<file path="src/rtl/core_pkg.sv">
// Shared core types and constants: data/instruction widths, PC step and the fetch buffer entry.
package core_pkg;

   localparam int XLEN    = 32;
   localparam int ILEN    = 32;
   localparam int PC_STEP = 4;

   typedef struct packed {
      logic [XLEN-1:0] pc;
      logic [ILEN-1:0] instr;
   } fetch_entry_t;

endpackage

</file>
<file path="src/rtl/fetch_unit_if.sv">
// Fetch unit bus bundle: instruction memory port, decode handshake and redirect input.
interface fetch_unit_if;
   import core_pkg::*;

   logic [XLEN-1:0] mem_addr;
   logic            mem_rd;
   logic [ILEN-1:0] mem_rdata;
   logic            out_valid;
   logic            out_ready;
   logic [ILEN-1:0] out_instr;
   logic [XLEN-1:0] out_pc;
   logic            redirect_valid;
   logic [XLEN-1:0] redirect_pc;

   modport master (
      output mem_addr, mem_rd, out_valid, out_instr, out_pc,
      input  mem_rdata, out_ready, redirect_valid, redirect_pc
   );

   modport slave (
      input  mem_addr, mem_rd, out_valid, out_instr, out_pc,
      output mem_rdata, out_ready, redirect_valid, redirect_pc
   );

endinterface

</file>
<file path="src/rtl/fetch_buf.sv">
// Two-entry instruction FIFO of {pc, instr} with push, pop and a flush that wins over both.
module fetch_buf
   import core_pkg::*;
(
   input  logic         clk,
   input  logic         rst_n,
   input  logic         push,
   input  fetch_entry_t push_entry,
   input  logic         pop,
   input  logic         flush,
   output fetch_entry_t head,
   output logic [1:0]   count
);

   logic [1:0]   count_q, count_d;
   logic         wr_ptr_q, wr_ptr_d;
   logic         rd_ptr_q, rd_ptr_d;
   fetch_entry_t entry_q [2];
   fetch_entry_t entry_d [2];

   always_comb begin
      count_d  = count_q;
      wr_ptr_d = wr_ptr_q;
      rd_ptr_d = rd_ptr_q;
      entry_d  = entry_q;
      if (flush) begin
         count_d  = 2'd0;
         wr_ptr_d = 1'b0;
         rd_ptr_d = 1'b0;
      end else begin
         if (push) begin
            entry_d[wr_ptr_q] = push_entry;
            wr_ptr_d          = ~wr_ptr_q;
         end
         if (pop) begin
            rd_ptr_d = ~rd_ptr_q;
         end
         count_d = count_q + {1'b0, push} - {1'b0, pop};
      end
   end

   always_ff @(posedge clk or negedge rst_n) begin
      if (!rst_n) begin
         count_q  <= 2'd0;
         wr_ptr_q <= 1'b0;
         rd_ptr_q <= 1'b0;
      end else begin
         count_q  <= count_d;
         wr_ptr_q <= wr_ptr_d;
         rd_ptr_q <= rd_ptr_d;
      end
   end

   // Payload storage carries no reset; count alone decides what is valid.
   always_ff @(posedge clk) begin
      entry_q <= entry_d;
   end

   assign head  = entry_q[rd_ptr_q];
   assign count = count_q;

endmodule

</file>
<file path="src/rtl/fetch_unit.sv">
// Instruction fetch unit: PC, single-outstanding 1-cycle memory requests, redirect squash, 2-entry buffer.
// Optional FETCH_CNT_EN adds the fetch_count port counting every instruction pushed into the buffer.
module fetch_unit
   import core_pkg::*;
#(
   parameter logic [XLEN-1:0] RESET_PC  = 32'h0000_0000,
   parameter int              BUF_DEPTH = 2
) (
   input logic           clk,
   input logic           rst_n,
   input logic           fetch_en,
   fetch_unit_if.master  bus
`ifdef FETCH_CNT_EN
   ,
   output logic [31:0]   fetch_count
`endif
);

   logic [XLEN-1:0] pc_q, pc_d;
   logic [XLEN-1:0] req_pc_q, req_pc_d;
   logic            inflight_q, inflight_d;
   logic            squash_q, squash_d;
   logic            issue, push, pop, buf_valid;
   logic [1:0]      buf_count;
   logic [2:0]      occupancy;
   fetch_entry_t    push_entry, head;

   always_comb begin
      buf_valid  = (buf_count != 2'd0);
      pop        = buf_valid & bus.out_ready;
      occupancy  = {1'b0, buf_count} + {2'b00, inflight_q} - {2'b00, pop};
      issue      = fetch_en & ~bus.redirect_valid & (occupancy < 3'(BUF_DEPTH));
      push       = inflight_q & ~squash_q & ~bus.redirect_valid;
      push_entry = '{pc: req_pc_q, instr: bus.mem_rdata};
      pc_d       = pc_q;
      req_pc_d   = req_pc_q;
      // A redirect both retargets the PC and drops any response arriving this cycle.
      if (bus.redirect_valid) begin
         pc_d = bus.redirect_pc & ~XLEN'(PC_STEP - 1);
      end else if (issue) begin
         pc_d     = pc_q + XLEN'(PC_STEP);
         req_pc_d = pc_q;
      end
      inflight_d = issue;
      squash_d   = bus.redirect_valid & inflight_q;
   end

   always_ff @(posedge clk or negedge rst_n) begin
      if (!rst_n) begin
         pc_q       <= RESET_PC;
         req_pc_q   <= RESET_PC;
         inflight_q <= 1'b0;
         squash_q   <= 1'b0;
      end else begin
         pc_q       <= pc_d;
         req_pc_q   <= req_pc_d;
         inflight_q <= inflight_d;
         squash_q   <= squash_d;
      end
   end

   fetch_buf u_buf (
      .clk        (clk),
      .rst_n      (rst_n),
      .push       (push),
      .push_entry (push_entry),
      .pop        (pop),
      .flush      (bus.redirect_valid),
      .head       (head),
      .count      (buf_count)
   );

   // The read strobe drops the instant reset asserts, before any flop has a chance to react.
   assign bus.mem_rd    = issue & rst_n;
   assign bus.mem_addr  = pc_q >> 2;
   assign bus.out_valid = buf_valid;
   assign bus.out_instr = head.instr;
   assign bus.out_pc    = head.pc;

`ifdef FETCH_CNT_EN
   logic [31:0] fetch_count_q, fetch_count_d;

   always_comb begin
      fetch_count_d = fetch_count_q + {31'b0, push};
   end

   always_ff @(posedge clk or negedge rst_n) begin
      if (!rst_n) begin
         fetch_count_q <= 32'd0;
      end else begin
         fetch_count_q <= fetch_count_d;
      end
   end

   assign fetch_count = fetch_count_q;
`endif

endmodule

</file>
<file path="src/flat_wrapper.sv">
// flat-port wrapper written by rule: the top's interface ports become plain ports
module fetch_unit_flat import core_pkg::*;
#(
   parameter logic [XLEN-1:0] RESET_PC  = 32'h0000_0000,
   parameter int              BUF_DEPTH = 2
)
  (clk, rst_n, fetch_en, bus_mem_addr, bus_mem_rd, bus_out_valid, bus_out_instr, bus_out_pc, bus_mem_rdata, bus_out_ready, bus_redirect_valid, bus_redirect_pc);
  fetch_unit_if bus_i ();
  input logic clk;
  input logic rst_n;
  input logic fetch_en;
  output wire logic [$bits(bus_i.mem_addr)-1:0] bus_mem_addr;
  output wire logic [$bits(bus_i.mem_rd)-1:0] bus_mem_rd;
  output wire logic [$bits(bus_i.out_valid)-1:0] bus_out_valid;
  output wire logic [$bits(bus_i.out_instr)-1:0] bus_out_instr;
  output wire logic [$bits(bus_i.out_pc)-1:0] bus_out_pc;
  input wire logic [$bits(bus_i.mem_rdata)-1:0] bus_mem_rdata;
  input wire logic [$bits(bus_i.out_ready)-1:0] bus_out_ready;
  input wire logic [$bits(bus_i.redirect_valid)-1:0] bus_redirect_valid;
  input wire logic [$bits(bus_i.redirect_pc)-1:0] bus_redirect_pc;
  assign bus_mem_addr = bus_i.mem_addr;
  assign bus_mem_rd = bus_i.mem_rd;
  assign bus_out_valid = bus_i.out_valid;
  assign bus_out_instr = bus_i.out_instr;
  assign bus_out_pc = bus_i.out_pc;
  assign bus_i.mem_rdata = bus_mem_rdata;
  assign bus_i.out_ready = bus_out_ready;
  assign bus_i.redirect_valid = bus_redirect_valid;
  assign bus_i.redirect_pc = bus_redirect_pc;
  fetch_unit #(.RESET_PC(RESET_PC), .BUF_DEPTH(BUF_DEPTH)) u_core (.clk(clk), .rst_n(rst_n), .fetch_en(fetch_en), .bus(bus_i));
endmodule
</file>
<file path="config.mk">
export PLATFORM = sky130hd
export DESIGN_NAME = fetch_unit_flat
export DESIGN_NICKNAME = d
export VERILOG_FILES = /design/src/rtl/core_pkg.sv /design/src/rtl/fetch_unit_if.sv /design/src/rtl/fetch_buf.sv /design/src/rtl/fetch_unit.sv /design/src/flat_wrapper.sv
export SDC_FILE = /design/constraint.sdc
export NUM_CORES = 1
export LEC_CHECK = 0
export ABC_CLOCK_PERIOD_IN_PS = 8050
export BUFFER_PORTS_ARGS = -buffer_cell sky130_fd_sc_hd__buf_2
export CAP_MARGIN = 40
export CORE_MARGIN = 5
export CORE_UTILIZATION = 50
export CTS_BUF_LIST = sky130_fd_sc_hd__clkbuf_16
export CTS_CLUSTER_DIAMETER = 40
export CTS_CLUSTER_SIZE = 30
export DETAILED_ROUTE_END_ITERATION = 10
export MAX_ROUTING_LAYER = met4
export PLACE_DENSITY = 0.83
export SYNTH_ARGS = -nofsm -noshare
export SYNTH_HDL_FRONTEND = slang
export SYNTH_SLANG_ARGS = --single-unit
export TNS_END_PERCENT = 1
</file>
<file path="constraint.sdc">
create_clock -name clk -period 8.05 [get_ports clk]
set_input_delay 0.805 -clock clk [delete_from_list [all_inputs] [get_ports clk]]
set_output_delay 0.805 -clock clk [all_outputs]
set_load 0.02 [all_outputs]
</file>
# ---- After elaboration in Yosys (flattened, before gate mapping)
# Index checks and enable logic that the tools add are counted.
dict set report word_totals {
  ff_bits 198
  inputBits 69
  out_inout_bits 98
  wordCells 53
}
dict set report op_classes {
  n_addsub 5
  order_cmp 4
  mux 13
  bitwise 13
  reduce_logical 7
}
# op n
set ops {}
lappend ops {{64-bit two-way mux} 4}
lappend ops {{128-bit bitwise mux} 1}
lappend ops {{64-bit demux with 1-bit select} 1}
lappend ops {{32-bit two-way mux} 2}
lappend ops {{32-bit by 3-bit adder with 32-bit output (second input constant)} 1}
lappend ops {{2-bit nonzero test} 4}
lappend ops {{1-bit AND} 7}
lappend ops {{2-bit greater-or-equal comparator (second input constant)} 2}
lappend ops {{1-bit two-way mux} 4}
lappend ops {{1-bit inverter} 4}
lappend ops {{1-bit inverter with 2-bit output} 2}
lappend ops {{2-bit AND reduction} 2}
lappend ops {{2-bit by 1-bit adder with 3-bit output} 1}
lappend ops {{3-bit by 2-bit < comparator with 1-bit output (second input constant)} 1}
lappend ops {{3-bit by 1-bit subtractor with 3-bit output} 1}
lappend ops {{2-bit by 1-bit adder with 2-bit output} 1}
lappend ops {{2-bit by 1-bit < comparator with 1-bit output (second input constant)} 1}
lappend ops {{2-bit two-way mux} 1}
lappend ops {{2-bit by 1-bit subtractor with 2-bit output} 1}
lappend ops {{1-bit logical AND} 1}

# ---- Logic depth before layout (Yosys ltp)
dict set report depth {
  ltp_word 7
  mapped_depth 12
}

# ---- By module
# From an unflattened synthesis, not the netlist that was laid out.
dict set report hier_totals {
  cells_unflattened 592
  hier_area_um2 8330.5
}
# module instances cells_each area_each_um2 seq_area_each_um2
set by_module_without_submodules {}
lappend by_module_without_submodules {fetch_buf 1 216 5031.1 3943.8}
lappend by_module_without_submodules {fetch_unit 1 376 3299.4 1551.5}

# ---- Least setup slack after synthesis
# No wires, ideal clock.
dict set report synth_timing {
  path_kind {input to register}
  startpoint {input bus_redirect_valid}
  endpoint {register u_core.u_buf.entry_q[100] (netlist name) (enable)}
  setup_ns 0.482
  t_arrival_ns 3.618
  required_time_ns 7.568
  path_slack_ns 3.950
  cell_stages 3
  cell_sequence {inv_1 nand2_1 nor2_1}
}
dict set report synth_via {
  elab_chain_len 3
}
# item line_no
set synth_lines {}
lappend synth_lines {{start, declared} flat_wrapper.sv:19} ;# input wire logic [$bits(bus_i.redirect_valid)-1:0] bus_redirect_valid;
lappend synth_lines {{1-bit inverter (no source line) *} -}
lappend synth_lines {{1-bit AND} fetch_unit.sv:33} ;# push = inflight_q & ~squash_q & ~bus.redirect_valid;
lappend synth_lines {{2-bit AND reduction (no source line) *} -}
lappend synth_lines {{end signal, assigned} fetch_buf.sv:56} ;# entry_q <= entry_d;
lappend synth_lines {{end, declared} fetch_buf.sv:18} ;# fetch_entry_t entry_q [2];
# Mark *: on every way between the ends. The rest lies on a longest branch, timed or not.
# A chain may end at the register's enable or synchronous reset.

# ---- Final worst setup path
dict set report layout_timing {
  startpoint {register u_core.u_buf.count_q[1] (netlist: u_core.u_buf.count[1])}
  endpoint {output bus_mem_rd}
}
dict set report layout_via {
  elab_chain_len 6
  word_cells_on_any_way 7
}
# item line_no
set layout_lines {}
lappend layout_lines {{start, declared} fetch_buf.sv:15} ;# logic [1:0] count_q, count_d;
lappend layout_lines {{start signal, assigned} fetch_buf.sv:48} ;# count_q <= count_d;
lappend layout_lines {{parallel branches: the longest is 2 deep, another holds 2-bit by 1-bit adder with 3-bit output} -}
lappend layout_lines {{3-bit by 1-bit subtractor with 3-bit output *} fetch_unit.sv:31} ;# occupancy = {1'b0, buf_count} + {2'b00, inflight_q} - {2'b00, pop};
lappend layout_lines {{3-bit by 2-bit < comparator with 1-bit output *} fetch_unit.sv:32} ;# issue = fetch_en & ~bus.redirect_valid & (occupancy < 3'(BUF_DEPTH));
lappend layout_lines {{1-bit AND *} fetch_unit.sv:32}
lappend layout_lines {{1-bit AND *} fetch_unit.sv:74} ;# assign bus.mem_rd = issue & rst_n;
lappend layout_lines {{end, declared} flat_wrapper.sv:13} ;# output wire logic [$bits(bus_i.mem_rd)-1:0] bus_mem_rd;
# Mark *: on every way between the ends.

==> flow_summary.rst <==
.. list-table::
   :header-rows: 1

   * - Metric
     - Value
   * - Maximum buffer depth of the clock tree
     - 2
   * - Proportion of layout cells with a drive suffix above 1
     - 36.0%
   * - Number of primary I/O pins
     - 167
   * - Count of H-tree levels built during CTS
     - 4
   * - Maximum operating frequency
     - 287 MHz
   * - Core ar.
     - 15300 sq um
   * - Total routed wirelength
     - 17600 microns
   * - Type of the tightest min-delay check
     - flip-flop to flip-flop
   * - Yosys reg bits
     - 190
   * - Post-synthesis cell type count
     - 49
   * - Overall fraction of global-route tracks in use
     - 20.0%
   * - Standard-cell rows
     - 45
   * - Portion of total power attributed to sequential cells
     - 47.4%
   * - Max-slew violation total from the final report
     - 0
   * - Drt pass-1 iters
     - 5
   * - Final setup violation count
     - 0
   * - Power density relative to cell area
     - 308 nW/um^2
   * - Hold slack
     - 0.474 ns
   * - R2r setup slk
     - 4.85 ns
   * - Total overflow reported by the global router
     - 0
   * - Area overhead of the layout relative to synthesis
     - 20.0%
   * - Antenna violations before repair
     - 0
   * - Worst Setup End Kind
     - output port
   * - Critical path peak fanout
     - 5
   * - Required time of the critical path
     - 7.24 ns
   * - # placed instances
     - 929
   * - LEAKAGE
     - 3.86 nW
   * - Maximum number of pins on one net before global-route repair
     - 68
   * - Run status
     - finished clean
   * - Area of the die
     - 18400 sq um
   * - DRC errors left
     - 0
   * - Crit Path Class
     - flip-flop to output port
   * - Clk network pwr share
     - 27.4%
   * - Switching fraction of total power
     - 33.3%
   * - Leading cell types by total area after synthesis
     - sky130_fd_sc_hd__edfxtp_1 (47%), sky130_fd_sc_hd__dfrtp_1 (21%), sky130_fd_sc_hd__mux2_2 (9.6%)
   * - Antenna diode count
     - 0
   * - Number of warnings reported in the yosys synthesis log
     - 0
   * - Max VDD drop
     - 0.000173 V
   * - Sequential element share of the synthesized area
     - 68.2%
   * - Wire length of the first global-routing pass
     - 27700 microns
   * - Number of gates resized after cts
     - 0
   * - Area share of the leading cell type in the synthesized netlist
     - 47.2%
   * - Nets
     - 810
   * - Primary FF master, synth
     - sky130_fd_sc_hd__edfxtp_1
   * - Count of placed standard cells in the final layout, fillers left out
     - 961
   * - Number of maximum-capacitance violations
     - 0
   * - Count of routing violations after the opening detailed-route iteration
     - 510
   * - Initial Util
     - 51.5%
   * - Post-synthesis cell area
     - 7880 sq um
   * - Transition time of the tightest slew-check pin
     - 0.968 ns
   * - Part of the power in combinational logic
     - 25.3%
   * - Number of endpoints with negative hold slack in the final report
     - 0
   * - Total net switching power
     - 0.969 mW
   * - Clock latency on the worst-skew pair
     - 0.43 ns
   * - Total internal power
     - 1.94 mW
   * - Setup repair after global routing missed its margin
     - no
   * - Width of the die
     - 136 microns
   * - Setup tns final
     - 0 ns
   * - Average cell area after synthesis
     - 13.6 sq um
   * - Final std cell area, no fill
     - 9460 sq um
   * - Core utilization of the finished layout
     - 61.7%
   * - Share of the clock period used by the worst path after layout
     - 43.3%
   * - Post-CTS Hold Fix Bufs
     - 0
   * - Half-perimeter wire length after placement
     - 11800 microns
   * - Cell type with the highest aggregate area in the netlist
     - sky130_fd_sc_hd__edfxtp_1
   * - Number of buffers created by CTS
     - 17
   * - Mean number of vias per cell
     - 5.61
   * - Final min period
     - 3.49 ns
   * - DP Area
     - 8890 sq um
   * - Die height
     - 136 microns
   * - Sinks on Clock Net
     - 190
   * - Clk_skew
     - 0.0128 ns
   * - Setup Buffers After CTS
     - 0
   * - FFs w/ async S/R, synth
     - 34.7%
   * - Via count of the first global-routing pass
     - 5349
   * - Filler Cell Count
     - 1190
   * - Setup crit start kind
     - flip-flop
   * - Number of antenna-violating nets in the routed design
     - 0
   * - TritonCTS clock tree
     - done
   * - Clock root cell
     - sky130_fd_sc_hd__clkbuf_16
   * - Slew HR
     - 35.4%
   * - Via count
     - 5395
   * - Post-synth EDFFs
     - 124
   * - Instance count of the mapped netlist
     - 581
   * - Crit path arrival time
     - 2.68 ns
   * - WL/cell
     - 18.3 microns
   * - Port-buffer cells
     - 160
   * - Routability congestion estimate
     - 0.908
   * - Clock transition at path regs
     - 0.07 ns
worst paths after layout:
check	end	cells past startpoint	startpoint
min	u_core.u_buf.entry_q[125]	0	u_core.req_pc_q[29]
max in group asynchronous	u_core.u_buf.rd_ptr_q	2	rst_n
min in group asynchronous	u_core.pc_q[25]	2	rst_n
min reg2reg	u_core.u_buf.entry_q[125]	0	u_core.req_pc_q[29]
max reg2reg	u_core.pc_q[25]	9	u_core.u_buf.count[1]
max	bus_mem_rd	7	u_core.u_buf.count[1]
cell type report:
cell class | count | area (sq um) | share of cell area, %
clock buffer | 17 | 425 | 4.50
inverter | 14 | 52.6 | 0.556
multi-input combinational | 348 | 2340 | 24.7
sequential | 190 | 5380 | 56.9
clock inverter | 15 | 136 | 1.44
timing repair buffer | 166 | 866 | 9.16
tap | 211 | 264 | 2.79
power groups by stage:
stage	clock (mW)	sequential, mW	combinational, mW
5_1_grt	0.858	1.40	0.802
2_1_floorplan	0	1.38	0.481
3_3_place_gp	0	1.38	0.708
4_1_cts	0.817	1.38	0.741
6_report	0.797	1.38	0.736
3_5_place_dp	0	1.39	0.735
cells by family after synthesis:
logic type	Yosys count	share of synthesized area (%)
compound gates	66	5.92
xor+xnor	8	0.889
fa+ha+maj	4	0.730
buf+inv	46	2.44
flops	190	68.2
mux	67	9.57
other cells	1	0.0476
simple gates	199	12.2
through the flow:
stage / setup WS (ns) / total power, mW
2_1_floorplan: 3.95 / 1.86
3_3_place_gp: 4.38 / 2.09
3_5_place_dp: 4.72 / 2.13
4_1_cts: 4.56 / 2.93
5_1_grt: 4.40 / 3.06
6_report: 4.56 / 2.91
per-layer routing:
metal  share of wire (%)  up-vias  wire length, microns  GRT usage, %
met1                  42     2607                  7420          26.2
met4                 2.2        0                   386          7.84
met2                  47      280                  8320          30.6
li1                    -     2474                     -             -
met3                 8.5       34                  1500          4.49
met5                   0        -                     0             -
state kept, by name, summed over array words and instances, names as in the netlist:
| register | cells |
|---|---|
| u_core.inflight_q | 1 |
| u_core.pc_q | 30 |
| u_core.req_pc_q | 30 |
| u_core.squash_q | 1 |
| u_core.u_buf.count | 2 |
| u_core.u_buf.entry_q | 124 |
| u_core.u_buf.rd_ptr_q | 1 |
| u_core.u_buf.wr_ptr_q | 1 |
cell usage in the layout (no fill, tap or decap), types with 8 or more instances in the layout:
| master | synthesis | layout |
|---|---|---|
| sky130_fd_sc_hd__buf_2 | 4 | 160 |
| sky130_fd_sc_hd__edfxtp_1 | 124 | 124 |
| sky130_fd_sc_hd__clkbuf_16 | 0 | 17 |
| sky130_fd_sc_hd__nor2_1 | 11 | 10 |
| sky130_fd_sc_hd__nand3_1 | 21 | 21 |
| sky130_fd_sc_hd__o21ai_0 | 22 | 22 |
| sky130_fd_sc_hd__inv_1 | 13 | 14 |
| sky130_fd_sc_hd__mux2_2 | 67 | 67 |
| sky130_fd_sc_hd__nand2_1 | 111 | 110 |
| sky130_fd_sc_hd__o311ai_0 | 11 | 11 |
| sky130_fd_sc_hd__or4_1 | 8 | 8 |
| sky130_fd_sc_hd__nor4_1 | 8 | 8 |
| sky130_fd_sc_hd__dfrtp_1 | 66 | 65 |
cells in the mapped netlist (5+ instances only):
library cell               count
sky130_fd_sc_hd__nor3_1        7
sky130_fd_sc_hd__nor4_1        8
sky130_fd_sc_hd__edfxtp_1    124
sky130_fd_sc_hd__nand3_1      21
sky130_fd_sc_hd__clkbuf_1     21
sky130_fd_sc_hd__nand4_1       5
sky130_fd_sc_hd__o311ai_0     11
sky130_fd_sc_hd__a22oi_1       7
sky130_fd_sc_hd__dfrtp_1      66
sky130_fd_sc_hd__and4_1        6
sky130_fd_sc_hd__nor2_1       11
sky130_fd_sc_hd__nand2_1     111
sky130_fd_sc_hd__or4_1         8
sky130_fd_sc_hd__o21ai_0      22
sky130_fd_sc_hd__mux2_2       67
sky130_fd_sc_hd__inv_1        13
sky130_fd_sc_hd__o211ai_1      6
worst max-delay path, stage by stage (launching register included):
cell	delay, ns
sky130_fd_sc_hd__dfrtp_1	0.46
sky130_fd_sc_hd__or2_2	0.33
sky130_fd_sc_hd__nand2_1	0.13
sky130_fd_sc_hd__nor2_1	0.08
sky130_fd_sc_hd__fa_1	0.45
sky130_fd_sc_hd__xnor2_1	0.39
sky130_fd_sc_hd__and3_1	0.25
sky130_fd_sc_hd__buf_2	0.17
Note: power is estimated with default switching activity, not from simulation.
